[src/rtl/sram_pkg.sv]
`default_nettype none
// ============================================================================
//  Package     : sram_pkg
//  Description : Shared definitions for the block-RAM port driver: the
//                write-mask width derivation and the default-sized request
//                struct.
//  Revision    : 1.0 - initial release
// ============================================================================
package sram_pkg;

  // One mask bit covers MASK_UNIT data bits; a partial last lane still gets a bit.
  function automatic int mask_width(input int data_width, input int mask_unit);
    return (data_width + mask_unit - 1) / mask_unit;
  endfunction

  localparam int DEF_DATA_WIDTH = 128;
  localparam int DEF_ADDR_WIDTH = 10;
  localparam int DEF_MASK_UNIT  = 8;
  localparam int DEF_MASK_WIDTH = mask_width(DEF_DATA_WIDTH, DEF_MASK_UNIT);

  typedef struct packed {
    logic                      write;
    logic [DEF_ADDR_WIDTH-1:0] addr;
    logic [DEF_MASK_WIDTH-1:0] mask;
    logic [DEF_DATA_WIDTH-1:0] data;
  } sram_req_t;

endpackage
`default_nettype wire

[src/rtl/sram_port_driver_if.sv]
`default_nettype none
// ============================================================================
//  Interface   : sram_port_if
//  Description : Request stream, response stream and RAM-port signals of one
//                sram_port_driver instance.
//  Modports    : slave  - the driver (accepts requests, drives RAM + responses)
//                master - the surroundings (upstream initiator, consumer, RAM)
//  Revision    : 1.0 - initial release
// ============================================================================
interface sram_port_if #(
  parameter int DATA_WIDTH = 128,
  parameter int ADDR_WIDTH = 10,
  parameter int MASK_UNIT  = 8
);
  localparam int MASK_WIDTH = sram_pkg::mask_width(DATA_WIDTH, MASK_UNIT);

  logic                  req_valid;
  logic                  req_ready;
  logic                  req_write;
  logic [ADDR_WIDTH-1:0] req_addr;
  logic [MASK_WIDTH-1:0] req_mask;
  logic [DATA_WIDTH-1:0] req_data;

  logic                  resp_valid;
  logic                  resp_ready;
  logic [DATA_WIDTH-1:0] resp_data;

  logic                  mem_enable;
  logic                  mem_write;
  logic [ADDR_WIDTH-1:0] mem_addr;
  logic [MASK_WIDTH-1:0] mem_mask;
  logic [DATA_WIDTH-1:0] mem_dataIn;
  logic [DATA_WIDTH-1:0] mem_dataOut;

  modport slave (
    input  req_valid, req_write, req_addr, req_mask, req_data,
    input  resp_ready, mem_dataOut,
    output req_ready, resp_valid, resp_data,
    output mem_enable, mem_write, mem_addr, mem_mask, mem_dataIn
  );

  modport master (
    output req_valid, req_write, req_addr, req_mask, req_data,
    output resp_ready, mem_dataOut,
    input  req_ready, resp_valid, resp_data,
    input  mem_enable, mem_write, mem_addr, mem_mask, mem_dataIn
  );

endinterface
`default_nettype wire

[src/rtl/sram_resp_fifo.sv]
`default_nettype none
// ============================================================================
//  Module      : sram_resp_fifo
//  Description : Circular response buffer holding read data returned by the
//                RAM until the consumer pops it. Storage is not reset.
//  Ports       : clock, reset (async, active-high)
//                push/push_data - write an entry at the tail
//                pop            - drop the head entry
//                head_data      - current head entry
//                count          - number of valid entries
//  Revision    : 1.0 - initial release
// ============================================================================
module sram_resp_fifo #(
  parameter int DATA_WIDTH = 128,
  parameter int DEPTH      = 2
) (
  input  wire logic                           clock,
  input  wire logic                           reset,
  input  wire logic                           push,
  input  wire logic [DATA_WIDTH-1:0]          push_data,
  input  wire logic                           pop,
  output logic      [DATA_WIDTH-1:0]          head_data,
  output logic      [$clog2(DEPTH+1)-1:0]     count
);
  localparam int PTR_W = (DEPTH > 1) ? $clog2(DEPTH) : 1;
  localparam int CNT_W = $clog2(DEPTH + 1);

  logic [DATA_WIDTH-1:0] store_q [DEPTH];
  logic [PTR_W-1:0]      head_q, head_d;
  logic [PTR_W-1:0]      tail_q, tail_d;
  logic [CNT_W-1:0]      count_q, count_d;
  logic                  pop_eff;

  // Pointers wrap modulo DEPTH, which need not be a power of two.
  function automatic logic [PTR_W-1:0] wrap_inc(input logic [PTR_W-1:0] p);
    return (p == PTR_W'(DEPTH - 1)) ? '0 : p + 1'b1;
  endfunction

  // Popping an empty buffer is ignored so a stray pop cannot underflow count.
  assign pop_eff = pop && (count_q != '0);

  always_comb begin
    head_d  = head_q;
    tail_d  = tail_q;
    count_d = count_q;
    if (push)    tail_d = wrap_inc(tail_q);
    if (pop_eff) head_d = wrap_inc(head_q);
    case ({push, pop_eff})
      2'b10:   count_d = count_q + 1'b1;
      2'b01:   count_d = count_q - 1'b1;
      default: count_d = count_q;
    endcase
  end

  always_ff @(posedge clock or posedge reset) begin
    if (reset) begin
      head_q  <= '0;
      tail_q  <= '0;
      count_q <= '0;
    end else begin
      head_q  <= head_d;
      tail_q  <= tail_d;
      count_q <= count_d;
    end
  end

  always_ff @(posedge clock) begin
    if (push) store_q[tail_q] <= push_data;
  end

  assign head_data = store_q[head_q];
  assign count     = count_q;

endmodule
`default_nettype wire

[src/rtl/sram_port_driver.sv]
`default_nettype none
// ============================================================================
//  Module      : sram_port_driver
//  Description : Adapts a valid/ready request stream onto one block-RAM port
//                and returns read data on a valid/ready response stream. The
//                RAM's one-cycle read latency is absorbed by a response FIFO,
//                and read issue is throttled so a returning word always has
//                a free FIFO slot.
//  Ports       : clock, reset (async, active-high)
//                bus (sram_port_if.slave): req_*, resp_*, mem_*
//  Combinational paths: resp_ready -> req_ready -> mem_enable, req_* -> mem_*
//  Revision    : 1.0 - initial release
// ============================================================================
module sram_port_driver
  import sram_pkg::*;
#(
  parameter int DATA_WIDTH = 128,
  parameter int ADDR_WIDTH = 10,
  parameter int MASK_UNIT  = 8,
  parameter int RESP_DEPTH = 2   // >= 1; 2 sustains one read per cycle
) (
  input wire logic   clock,
  input wire logic   reset,
  sram_port_if.slave bus
);
  localparam int MASK_WIDTH = mask_width(DATA_WIDTH, MASK_UNIT);
  localparam int CNT_W      = $clog2(RESP_DEPTH + 1);
  localparam int LVL_W      = CNT_W + 1;

  logic [CNT_W-1:0]      occ;
  logic                  inflight_q, inflight_d;
  logic                  pop;
  logic                  accept;
  logic                  rd_room;
  logic [LVL_W-1:0]      level;
  logic [ADDR_WIDTH-1:0] addr_out;
  logic [MASK_WIDTH-1:0] mask_out;
  logic [DATA_WIDTH-1:0] head_data;

  assign pop = bus.resp_valid && bus.resp_ready;

  // Slots committed at the coming edge: stored words plus the word the RAM
  // returns from the previous read, less the word leaving this cycle. pop
  // implies occ >= 1, so the subtraction never wraps.
  assign level   = LVL_W'(occ) + LVL_W'(inflight_q) - LVL_W'(pop);
  assign rd_room = level < LVL_W'(RESP_DEPTH);

  assign bus.req_ready = bus.req_write || rd_room;
  assign accept        = bus.req_valid && bus.req_ready;

  assign addr_out = bus.req_addr;
  assign mask_out = bus.req_write ? bus.req_mask : '0;

  assign bus.mem_enable = accept;
  assign bus.mem_write  = bus.req_write;
  assign bus.mem_addr   = addr_out;
  assign bus.mem_mask   = mask_out;
  assign bus.mem_dataIn = bus.req_data;

  // mem_dataOut is valid the cycle after a read edge; capture it then.
  assign inflight_d = accept && !bus.req_write;

  always_ff @(posedge clock or posedge reset) begin
    if (reset) inflight_q <= 1'b0;
    else       inflight_q <= inflight_d;
  end

  sram_resp_fifo #(
    .DATA_WIDTH (DATA_WIDTH),
    .DEPTH      (RESP_DEPTH)
  ) u_resp_fifo (
    .clock     (clock),
    .reset     (reset),
    .push      (inflight_q),
    .push_data (bus.mem_dataOut),
    .pop       (pop),
    .head_data (head_data),
    .count     (occ)
  );

  assign bus.resp_valid = (occ != '0);
  assign bus.resp_data  = head_data;

endmodule
`default_nettype wire

[src/flat_wrapper.sv]
// flat-port wrapper written by rule: the top's interface ports become plain ports
module sram_port_driver_flat import sram_pkg::*;
#(
  parameter int DATA_WIDTH = 128,
  parameter int ADDR_WIDTH = 10,
  parameter int MASK_UNIT  = 8,
  parameter int RESP_DEPTH = 2                                         
)
  (clock, reset, bus_req_valid, bus_req_write, bus_req_addr, bus_req_mask, bus_req_data, bus_resp_ready, bus_mem_dataOut, bus_req_ready, bus_resp_valid, bus_resp_data, bus_mem_enable, bus_mem_write, bus_mem_addr, bus_mem_mask, bus_mem_dataIn);
  sram_port_if #(.DATA_WIDTH(DATA_WIDTH), .ADDR_WIDTH(ADDR_WIDTH), .MASK_UNIT(MASK_UNIT)) bus_i ();
  input wire logic clock;
  input wire logic reset;
  input wire logic [$bits(bus_i.req_valid)-1:0] bus_req_valid;
  input wire logic [$bits(bus_i.req_write)-1:0] bus_req_write;
  input wire logic [$bits(bus_i.req_addr)-1:0] bus_req_addr;
  input wire logic [$bits(bus_i.req_mask)-1:0] bus_req_mask;
  input wire logic [$bits(bus_i.req_data)-1:0] bus_req_data;
  input wire logic [$bits(bus_i.resp_ready)-1:0] bus_resp_ready;
  input wire logic [$bits(bus_i.mem_dataOut)-1:0] bus_mem_dataOut;
  output wire logic [$bits(bus_i.req_ready)-1:0] bus_req_ready;
  output wire logic [$bits(bus_i.resp_valid)-1:0] bus_resp_valid;
  output wire logic [$bits(bus_i.resp_data)-1:0] bus_resp_data;
  output wire logic [$bits(bus_i.mem_enable)-1:0] bus_mem_enable;
  output wire logic [$bits(bus_i.mem_write)-1:0] bus_mem_write;
  output wire logic [$bits(bus_i.mem_addr)-1:0] bus_mem_addr;
  output wire logic [$bits(bus_i.mem_mask)-1:0] bus_mem_mask;
  output wire logic [$bits(bus_i.mem_dataIn)-1:0] bus_mem_dataIn;
  assign bus_i.req_valid = bus_req_valid;
  assign bus_i.req_write = bus_req_write;
  assign bus_i.req_addr = bus_req_addr;
  assign bus_i.req_mask = bus_req_mask;
  assign bus_i.req_data = bus_req_data;
  assign bus_i.resp_ready = bus_resp_ready;
  assign bus_i.mem_dataOut = bus_mem_dataOut;
  assign bus_req_ready = bus_i.req_ready;
  assign bus_resp_valid = bus_i.resp_valid;
  assign bus_resp_data = bus_i.resp_data;
  assign bus_mem_enable = bus_i.mem_enable;
  assign bus_mem_write = bus_i.mem_write;
  assign bus_mem_addr = bus_i.mem_addr;
  assign bus_mem_mask = bus_i.mem_mask;
  assign bus_mem_dataIn = bus_i.mem_dataIn;
  sram_port_driver #(.DATA_WIDTH(DATA_WIDTH), .ADDR_WIDTH(ADDR_WIDTH), .MASK_UNIT(MASK_UNIT), .RESP_DEPTH(RESP_DEPTH)) u_core (.clock(clock), .reset(reset), .bus(bus_i));
endmodule
[config.mk]
export PLATFORM = sky130hd
export DESIGN_NAME = sram_port_driver_flat
export DESIGN_NICKNAME = d
export VERILOG_FILES = /design/src/rtl/sram_pkg.sv /design/src/rtl/sram_port_driver_if.sv /design/src/rtl/sram_resp_fifo.sv /design/src/rtl/sram_port_driver.sv /design/src/flat_wrapper.sv
export SDC_FILE = /design/constraint.sdc
export NUM_CORES = 1
export LEC_CHECK = 0
export BUFFER_PORTS_ARGS = -buffer_cell sky130_fd_sc_hd__buf_2
export CORE_AREA = 2 2 221 223
export DETAILED_ROUTE_END_ITERATION = 10
export DIE_AREA = 0 0 223 225
export PLACE_DENSITY = 0.43
export SYNTH_ARGS = -nofsm -noshare
export SYNTH_HDL_FRONTEND = slang
export SYNTH_SLANG_ARGS = --single-unit
[constraint.sdc]
create_clock -name clock -period 13.6 [get_ports clock]
set_clock_uncertainty 0.15 [all_clocks]
set_input_delay 2.72 -clock clock [delete_from_list [all_inputs] [get_ports clock]]
set_output_delay 2.72 -clock clock [all_outputs]
set_load 0.05 [all_outputs]
==> metrics.md, run 1 <==
| Metric | Value |
|---|---|
| Comb pwr share | `38.2%` |
| Final clock period utilization by the worst path | `53.7%` |
| Core box area | `47,500 sq um` |
| Root Driver | `clkbuf_16` |
| Total Power | `2.95 mW` |
| Sequential cell area fraction in the yosys report | `72.8%` |
| Fill cells | `4,871` |
| Seq cells post-synth | `261` |
| Max Fclk | `137 MHz` |
| Internal Pwr Total | `1.76 mW` |
| Post-synth top area cell | `edfxtp_1` |
| Xor and xnor area share after synthesis | `0.408%` |
| CTS max path bufs | `3` |
| Grt ovf | `0` |
| Relative slew margins | `37.8%` |
| CP max FO | `4` |
| Flop pwr share | `36.4%` |
| Mapped Area | `10,700 sq um` |
| Crit end category | `output pin` |
| Chip height | `225 microns` |
| Leak | `4.65 nW` |
| Hold Slack | `329 ps` |
| Routed WL | `27,600 microns` |
| Final setup vio count | `0` |
| Syn_nets | `874` |
| Final hold viol count | `0` |
| Worst Tran Pin Value | `932 ps` |
| Violation count after the first detailed-route iteration | `161` |
| Placer's final routability congestion estimate | `0.696` |
| CTS clk-pin slew, worst paths | `50 ps` |
| Psw | `1.19 mW` |
| Status | `complete, no violations` |
| Antenna-violating nets left | `0` |
| Req. time, crit path | `10,730 ps` |
| H-tree levels | `1` |
| Worst-Skew Late Latency | `550 ps` |
| Setup_tns | `0 ps` |
| Nets | `1,054` |
| Vias in the first global route | `5,905` |
| Max Cap Violations | `0` |
| Sw Ratio | `40.3%` |
| Max Transition Viols Final | `0` |
| Initial Util | `22.6%` |
| Most frequent CP cell | `buf_2` |
| CTS resizes | `0` |
| PwrDens | `231 nW/um^2` |
| Slowest CP cell | `fa_1` |
| Total CTS buffers | `30` |
| Cell count after synthesis | `584` |
| All-Layer GR Usage | `10.6%` |
| Max IR drop VDD | `0.152 mV` |
| Die width | `223 microns` |
| CP Class | `primary input to output pin` |
| Min-Delay Path Class | `flip-flop to flip-flop` |
| Largest net degree at the start of global routing | `64` |
| Synth top area cells | `edfxtp_1 (72%), mux2_2 (13%), buf_4 (9.7%)` |
| Rows | `80` |
| Via density | `3.87` |
| Clock period minus worst slack | `7300 ps` |
| Synth Area in Compound Gates | `0.233%` |
| Synth cell types | `21` |
| Warnings from Yosys | `0` |
| Startpoint Class | `primary input` |
| Port Buf Inserts | `296` |
| Adder-cell share of the synthesized area | `0.420%` |
| DP Wirelength | `19,700 microns` |
| Io pins | `573` |
| Routed WL per cell | `19.7 microns` |
| Initial antenna violation count | `10` |
| Sink Count | `261` |
| Unrepaired setup endpoints after global routing | `no` |
| CTS Hold Bufs | `0` |
| Top cell type's share of synthesized area | `71.7%` |
| Setup Buffers After CTS | `0` |
| DRC viols | `0` |
| Drt pass-1 iters | `4` |
| CTS tree | `yes` |
| Main combinational cell family by area after synthesis | `multiplexers` |
| Mapped Avg Cell Area | `18.4 sq um` |
| First-pass GRT wire length | `38,800 microns` |
| Mux cell area share after synthesis | `13.4%` |
| Arrival time worst endpoint | `4430 ps` |
| Area Overhead vs Synth | `18.8%` |
| CP Cell Sequence | `buf_2, o21a_1, ha_1, nand2b_1, fa_1, xor2_1, o21ai_0, buf_2` |
| Post-Synth Simple-Gate Area | `1.33%` |
| Clk network pwr share | `25.5%` |
| Share of cells above drive strength 1 | `59.8%` |
| CP peak stage delay | `370 ps` |
| Die area | `50,200 sq um` |
| Via count | `5,417` |
==> cells in the mapped netlist <==
cell type and count:
edfxtp_1 256, buf_4 139, mux2_2 128, and2_1 17, buf_6 13, dfrtp_1 5, inv_1 5, nand2_1 3
xor2_1 3, ha_1 2, o21ai_0 2, xnor2_1 2, buf_2 1, clkbuf_1 1, fa_1 1, nand2b_1 1
nor2_1 1, nor4b_1 1, o21a_1 1, o21bai_1 1, or2_2 1
==> state kept, by name (all words and copies together) (netlist names) <==
| register | flops |
|---|---|
| u_core.u_resp_fifo.head_q | 1 |
| u_core.u_resp_fifo.count | 2 |
| u_core.inflight_q | 1 |
| u_core.u_resp_fifo.store_q | 256 |
| u_core.u_resp_fifo.tail_q | 1 |
==> placed cells by master, fill, tap and decap left out, types with 3 or more instances in the layout <==
cell type    n
xor2_1       3
clkbuf_16   30
buf_4        6
inv_1        5
edfxtp_1   256
clkinv_1     5
dfrtp_1      4
and2_1      16
nand2_1      3
buf_2      296
mux2_2     128
clkbuf_1    12
==> stage by stage <==
stage	util [%]	instances	setup WS [ps]	area [sq um]
after floorplan	-	584	5750	10700
after global placement	24.9	1347	6290	11800
after detailed placement	24.9	1347	6290	11800
after CTS	26.8	1399	6280	12700
after global routing	26.8	1399	6220	12700
final	26.8	1401	6300	12700
==> worst paths after layout <==
path / from / end / slack (ps) / cells after the start
setup / recovery: bus_resp_ready / bus_mem_enable / 6300 / 8
hold / removal: u_core.inflight_q$_DFF_PP0_ / u_core.u_resp_fifo.tail_q$_DFFE_PP0P_ / 330 / 1
setup reg to reg: u_core.inflight_q$_DFF_PP0_ / u_core.u_resp_fifo.store_q[0][63]$_DFFE_PP_ / 11080 / 3
hold reg to reg: u_core.inflight_q$_DFF_PP0_ / u_core.u_resp_fifo.tail_q$_DFFE_PP0P_ / 330 / 1
max in group asynchronous: reset / u_core.u_resp_fifo.head_q$_DFFE_PP0P_ / 11210 / 2
min in group asynchronous: reset / u_core.u_resp_fifo.tail_q$_DFFE_PP0P_ / 1900 / 2
==> power groups by stage <==
| stage | Clock [mW] | Sequential [mW] | Combinational, mW |
|---|---|---|---|
| finish | 0.750 | 1.07 | 1.12 |
| global route | 0.811 | 1.09 | 1.19 |
| CTS | 0.785 | 1.08 | 1.16 |
| detailed placement | 0 | 1.09 | 1.16 |
| global placement | 0 | 1.09 | 1.16 |
| floorplan | 0 | 1.07 | 1.03 |
==> cell type report <==
| cell class | instances | area [sq um] | area share, % |
|---|---|---|---|
| antenna | 2 | 5.00 | 0.0393 |
| clock buffer | 42 | 796 | 6.24 |
| clock inverter | 10 | 105 | 0.825 |
| inverter | 5 | 18.8 | 0.147 |
| multi-input combinational | 164 | 1710 | 13.4 |
| sequential | 261 | 7820 | 61.3 |
| tap | 615 | 769 | 6.04 |
| timing repair buffer | 302 | 1530 | 12.0 |
==> kinds of logic after synthesis <==
family / Yosys count
adder cells (fa/ha/maj): 3
XOR/XNOR: 5
buffers and inverters: 159
AO/OA/AOI/OAI: 4
multiplexers: 128
AND/OR/NAND/NOR: 24
flip-flops: 261
==> metal layers <==
layer / wire length, microns / track usage, %
met1: 9110 / 10.1
met4: 1030 / 4.61
met2: 14100 / 18.9
met3: 3260 / 5.42
met5: 82 / 0
==> worst max-delay path, delay by kind of cell <==
kind / cells / cell delay, ps
xor gates and xnor gates: 1 / 170
adders and majority gates: 2 / 720
and+or+nand+nor: 1 / 170
buffers and inverters: 2 / 370
AOI/OAI and AO/OA: 2 / 280
Power figures use the tool's default switching activity.
==> run 2: changes to the inputs <==
--- a/config.mk
+++ b/config.mk
@@ -9,7 +9,7 @@
 export CORE_AREA = 2 2 221 223
 export DETAILED_ROUTE_END_ITERATION = 10
 export DIE_AREA = 0 0 223 225
-export PLACE_DENSITY = 0.43
+export PLACE_DENSITY = 0.44
 export SYNTH_ARGS = -nofsm -noshare
 export SYNTH_HDL_FRONTEND = slang
 export SYNTH_SLANG_ARGS = --single-unit
==> constraint.sdc (replaced) <==
create_clock -name clock -period 6.1 [get_ports clock]
set_clock_uncertainty 0.15 [all_clocks]
set_input_delay 1.22 -clock clock [delete_from_list [all_inputs] [get_ports clock]]
set_output_delay 1.22 -clock clock [all_outputs]
set_load 0.05 [all_outputs]
==> metrics.md, run 2 (synthesized netlist as in run 1, its figures left out) <==
| Metric | Value |
|---|---|
| Share of cells above drive strength 1 | `60.1% (+0.28 points)` |
| Routed WL | `27,900 microns (+1.0%)` |
| Worst-Skew Late Latency | `560 ps (about the same)` |
| Pre-CTS WS | `1670 ps (-4630 ps)` |
| Max FFs per register | `256 (unchanged)` |
| Violation count after the first detailed-route iteration | `167 (+3.7%)` |
| Drt pass-1 iters | `6 (+2)` |
| Core box area | `47,500 sq um (unchanged)` |
| Chip height | `225 microns (unchanged)` |
| Final hold viol count | `0 (unchanged)` |
| Io pins | `573 (unchanged)` |
| Worst Tran Pin Value | `911 ps (-21.0 ps)` |
| Max IR drop VDD | `0.446 mV (+190%)` |
| Most frequent cells in the layout | `buf_2 (296), edfxtp_1 (256), mux2_2 (128)` |
| H-tree levels | `1 (unchanged)` |
| Vias in the first global route | `5,797 (-1.8%)` |
| Via density | `3.88 (+0.46%)` |
| Reg2Reg Setup Slack | `3740 ps (-7340 ps)` |
| Sw Ratio | `39.9% (-0.35 points)` |
| CP peak stage delay | `510 ps (+140 ps)` |
| Routed WL per cell | `19.8 microns (+0.59%)` |
| Setup_tns | `0 ps (unchanged)` |
| Total Power | `6.65 mW (+130%)` |
| CP Class | `primary input to output pin` |
| WP buf/inv | `3 (+1)` |
| CTS resizes | `0 (unchanged)` |
| Initial Util | `22.6% (unchanged)` |
| Min-Delay Path Class | `flip-flop to flip-flop` |
| Largest net degree at the start of global routing | `121 (+89%)` |
| Delay-heaviest family, CP | `adder cells` |
| Grt ovf | `0 (unchanged)` |
| Setup crit start | `bus_resp_ready` |
| CTS tree | `yes` |
| Placer's final routability congestion estimate | `0.751 (+7.9%)` |
| CTS clk-pin slew, worst paths | `60 ps (about the same)` |
| Nets | `1,053 (-0.095%)` |
| DRC viols | `0 (unchanged)` |
| Arrival time worst endpoint | `3060 ps (-1370 ps)` |
| Internal Pwr Total | `4.00 mW (+130%)` |
| CP max FO | `4 (unchanged)` |
| Slowest CP cell | `fa_1` |
| CTS Hold Bufs | `0 (unchanged)` |
| Area Overhead vs Synth | `19.5%` |
| Total CTS buffers | `30 (unchanged)` |
| Port Buf Inserts | `296 (unchanged)` |
| Max Fclk | `226 MHz` |
| CTS max path bufs | `3 (unchanged)` |
| Sink Count | `261 (unchanged)` |
| Max Transition Viols Final | `0 (unchanged)` |
| Rows | `80 (unchanged)` |
| Worst Hold Launch | `u_core.inflight_q$_DFF_PP0_` |
| Setup Buffers After CTS | `0 (unchanged)` |
| Root Driver | `clkbuf_16` |
| Die width | `223 microns (unchanged)` |
| DP Wirelength | `19,500 microns (-0.87%)` |
| Final clock period utilization by the worst path | `72.6%` |
| Post-layout util | `27.0% (+0.16 points)` |
| All-Layer GR Usage | `10.5% (-0.027 points)` |
| Psw | `2.66 mW (+120%)` |
| CP Cell Sequence | `buf_2, o21a_1, ha_1, nand2b_1, fa_1, inv_1, o21bai_1, buf_2` |
| Comb pwr share | `38.4% (+0.2 points)` |
| Status | `complete, no violations` |
| First-pass GRT wire length | `38,700 microns (-0.37%)` |
| Initial antenna violation count | `18 (+8)` |
| Crit end category | `output pin` |
| Relative slew margins | `39.2% (+1.4 points)` |
| Final setup vio count | `0 (unchanged)` |
| Unrepaired setup endpoints after global routing | `no` |
| Worst R2R Start | `u_core.u_resp_fifo.count[1]$_DFFE_PP0P_` |
| Antenna-violating nets left | `0 (unchanged)` |
| Die area | `50,200 sq um (unchanged)` |
| Req. time, crit path | `4730 ps (-6000 ps)` |
| Flop pwr share | `35.2% (-1.2 points)` |
| PwrDens | `519 nW/um^2 (+120%)` |
| Leak | `4.68 nW (+0.79%)` |
| Max Cap Violations | `0 (unchanged)` |
| Final WS setup | `1670 ps (-4630 ps)` |
| Clock period minus worst slack | `4430 ps` |
| Largest Register | `u_core.u_resp_fifo.store_q` |
| Most common cell after layout, fill and taps aside | `buf_2` |
| Hold Slack | `349 ps (+20.3 ps)` |
| Via count | `5,465 (+0.89%)` |
| Clk network pwr share | `26.3% (+0.8 points)` |
| Startpoint Class | `primary input` |
| Most frequent CP cell | `buf_2` |
-- run 2: changes by cell type in the layout (fill, tap and decap cells not counted), sizes merged --
cell and delta:
diode +3, inv +1, clkbuf -5, buf -1, bufinv +1, clkinv +7
-- run 2: cell type report --
type	count	area, sq um
clock inverter	19	165
timing repair buffer	301	1530
inverter	5	18.8
fill	4850	34700
multi-input combinational	164	1710
tap	615	769
antenna	5	12.5
clock buffer	37	798
sequential	261	7820
-- run 2: routing by layer --
metal  global-route usage (%)  part of all wire [%]  up-vias
li1                         -                     -     2397
met4                     5.13                   4.4       20
met5                        0                  0.45        -
met3                     6.54                    14      120
met2                     18.0                    49      327
met1                     9.86                    32     2601
-- run 2: power by group through the flow --
stage               sequential (mW)  combinational, mW  clock (mW)
floorplan                      2.38               2.29           0
global placement               2.38               2.63           0
detailed placement             2.38               2.62           0
CTS                            2.35               2.63        1.83
global route                   2.37               2.69        1.90
finish                         2.34               2.55        1.75
-- run 2: metrics by stage --
step                cell area [sq um]  instances
floorplan                       10700        584
global placement                11800       1346
detailed placement              11800       1346
CTS                             12800       1402
global route                    12800       1403
finish                          12800       1407
-- run 2: worst paths after layout --
| kind | end | cells past startpoint |
|---|---|---|
| min reg2reg | u_core.u_resp_fifo.tail_q$_DFFE_PP0P_ | 1 |
| max | bus_req_ready | 8 |
| max reg2reg | u_core.inflight_q$_DFF_PP0_ | 6 |
| min | u_core.u_resp_fifo.tail_q$_DFFE_PP0P_ | 1 |
| min in group asynchronous | u_core.u_resp_fifo.head_q$_DFFE_PP0P_ | 2 |
| max in group asynchronous | u_core.u_resp_fifo.head_q$_DFFE_PP0P_ | 2 |
==> run 3: changes to the inputs <==
==> constraint.sdc (replaced) <==
create_clock -name clock -period 3.7 [get_ports clock]
set_clock_uncertainty 0.15 [all_clocks]
set_input_delay 0.74 -clock clock [delete_from_list [all_inputs] [get_ports clock]]
set_output_delay 0.74 -clock clock [all_outputs]
set_load 0.05 [all_outputs]
==> metrics.md, run 3 (synthesized netlist as in run 1, its figures left out) <==
| Metric | Value |
|---|---|
| Status | `complete, no violations` |
| Max Transition Viols Final | `0 (unchanged)` |
| Min-Delay Path Class | `primary input to flip-flop` |
| Largest net degree at the start of global routing | `129 (+6.6%)` |
| Most frequent cells in the layout | `buf_2 (294), edfxtp_1 (256), mux2_2 (128)` |
| Worst-Skew Late Latency | `550 ps (about the same)` |
| Root Driver | `clkbuf_16` |
| Via density | `3.84 (-1.2%)` |
| Worst Tran Pin Value | `792 ps (-120 ps)` |
| Port Buf Inserts | `296 (unchanged)` |
| Total CTS buffers | `29 (-3.3%)` |
| Chip height | `225 microns (unchanged)` |
| Via count | `5,381 (-1.5%)` |
| Clock period minus worst slack | `3570 ps` |
| Final clock period utilization by the worst path | `96.5%` |
| CP max FO | `5 (+1)` |
| Unrepaired setup endpoints after global routing | `no` |
| Io pins | `573 (unchanged)` |
| Max Cap Violations | `0 (unchanged)` |
| Placer's final routability congestion estimate | `0.759 (+1.1%)` |
| Initial Util | `22.6% (unchanged)` |
| CTS max path bufs | `3 (unchanged)` |
| Relative slew margins | `47.2% (+8.0 points)` |
| Initial antenna violation count | `17 (-1)` |
| Max Fclk | `280 MHz` |
| CP Class | `flip-flop to output pin` |
| Setup crit start | `u_core.u_resp_fifo.count[0]$_DFFE_PP0P_` |
| DRC viols | `0 (unchanged)` |
| Violation count after the first detailed-route iteration | `164 (-1.8%)` |
| Crit end category | `output pin` |
| Max IR drop VDD | `0.537 mV (+20%)` |
| Die width | `223 microns (unchanged)` |
| H-tree levels | `1 (unchanged)` |
| Routed WL per cell | `19.5 microns (-1.9%)` |
| Worst Hold Launch | `bus_mem_dataOut[43]` |
| Antenna-violating nets left | `0 (unchanged)` |
| Design Area, Final | `12,800 sq um (-0.31%)` |
| Largest Register | `u_core.u_resp_fifo.store_q` |
| PwrDens | `834 nW/um^2 (+61%)` |
| Die area | `50,200 sq um (unchanged)` |
| Arrival time worst endpoint | `2680 ps (-380 ps)` |
| Nets | `1,055 (+0.19%)` |
| Req. time, crit path | `2810 ps (-1920 ps)` |
| Share of cells above drive strength 1 | `60.7% (+0.59 points)` |
| CTS clk-pin slew, worst paths | `60 ps (about the same)` |
| Core box area | `47,500 sq um (unchanged)` |
| Max FFs per register | `256 (unchanged)` |
| Leak | `4.65 nW (-0.67%)` |
| Worst R2R Start | `u_core.u_resp_fifo.count[0]$_DFFE_PP0P_` |
| Sink Count | `261 (unchanged)` |
| CTS tree | `yes` |
| Rows | `80 (unchanged)` |
| Routed WL | `27,300 microns (-2.2%)` |
| First-pass GRT wire length | `38,300 microns (-1.0%)` |
| Area Overhead vs Synth | `19.1%` |
| Final hold viol count | `0 (unchanged)` |
| Setup_tns | `0 ps (unchanged)` |
| Drt pass-1 iters | `4 (-2)` |
| Vias in the first global route | `5,808 (+0.19%)` |
| All-Layer GR Usage | `10.4% (-0.11 points)` |
| Startpoint Class | `flip-flop` |
| Most common cell after layout, fill and taps aside | `buf_2` |
| DP Wirelength | `19,400 microns (-0.73%)` |
| Grt ovf | `0 (unchanged)` |
| Placed cell area | `11,900 sq um (+0.49%)` |
| Final setup vio count | `0 (unchanged)` |
## run 3: changes by cell type in the layout (fill, tap and decap cells not counted), moves of 2 or more
cell	change
bufinv_16	-3
buf_2	-2
clkbuf_16	-2
buf_12	+4
dfrtp_1	-2
clkinv_1	-2
diode_2	-4
dfrtp_2	+2
## run 3: metrics by stage
| stage | util [%] | cells | setup WS (ps) | power, mW | hold slack, ps |
|---|---|---|---|---|---|
| detailed placement | 25.0 | 1347 | 291 | 8.23 | 338 |
| CTS | 26.8 | 1400 | 4.56 | 10.9 | 179 |
| floorplan | - | 584 | 173 | 7.67 | 302 |
| global route | 26.9 | 1402 | 15.7 | 11.2 | 187 |
| finish | 26.9 | 1402 | 130 | 10.7 | 221 |
| global placement | 25.0 | 1347 | 290 | 8.24 | 327 |
## run 3: final timing paths
check                           slack, ps                                          end  cells after the start
worst max-delay path                  130                                bus_req_ready                      7
worst min-delay path                  220  u_core.u_resp_fifo.store_q[1][43]$_DFFE_PP_                      1
worst max register to register       1370                  u_core.inflight_q$_DFF_PP0_                      6
worst min register to register        340        u_core.u_resp_fifo.tail_q$_DFFE_PP0P_                      1
max in group asynchronous            2690        u_core.u_resp_fifo.head_q$_DFFE_PP0P_                      3
min in group asynchronous             490                  u_core.inflight_q$_DFF_PP0_                      3
## run 3: where the power goes
group | switching, mW | leakage (nW) | internal, mW
combinational | 3.05 | 1.87 | 1.18
clock | 1.12 | 0.411 | 1.43
sequential | 0.144 | 2.37 | 3.74
## run 3: area by class of cell
class | instances | area [sq um]
well taps | 615 | 769
clock buffers | 36 | 752
repair buffers | 304 | 1620
flip-flops and latches | 261 | 7820
clock inverters | 16 | 81.3
multi-input cells | 164 | 1720
fillers | 4835 | 34800
inverters | 5 | 18.8
diodes | 1 | 2.50
## run 3: per-layer routing
layer / vias up / track usage [%] / share of wire [%]
li1: 2396 / - / -
met1: 2570 / 10.3 / 33
met5: - / 0 / 0.20
met4: 10 / 4.91 / 4.2
met2: 293 / 18.6 / 52
met3: 112 / 4.67 / 11
## run 3: timing repair
item / 4_1_cts / 5_1_grt
setup buffers: 0 / 1
resized for setup: 1 / 8
setup endpoints to repair: 1 / 2
hold buffers: 1 / 0
endpoints found under the hold margin: 5 / 0
## run 3: worst max-delay path, stage by stage (launching register included)
cell and delay (ps):
dfrtp_2 440, o21a_1 230, ha_1 340, nand2b_1 180
fa_2 540, inv_1 50, o21bai_1 130, buf_4 220
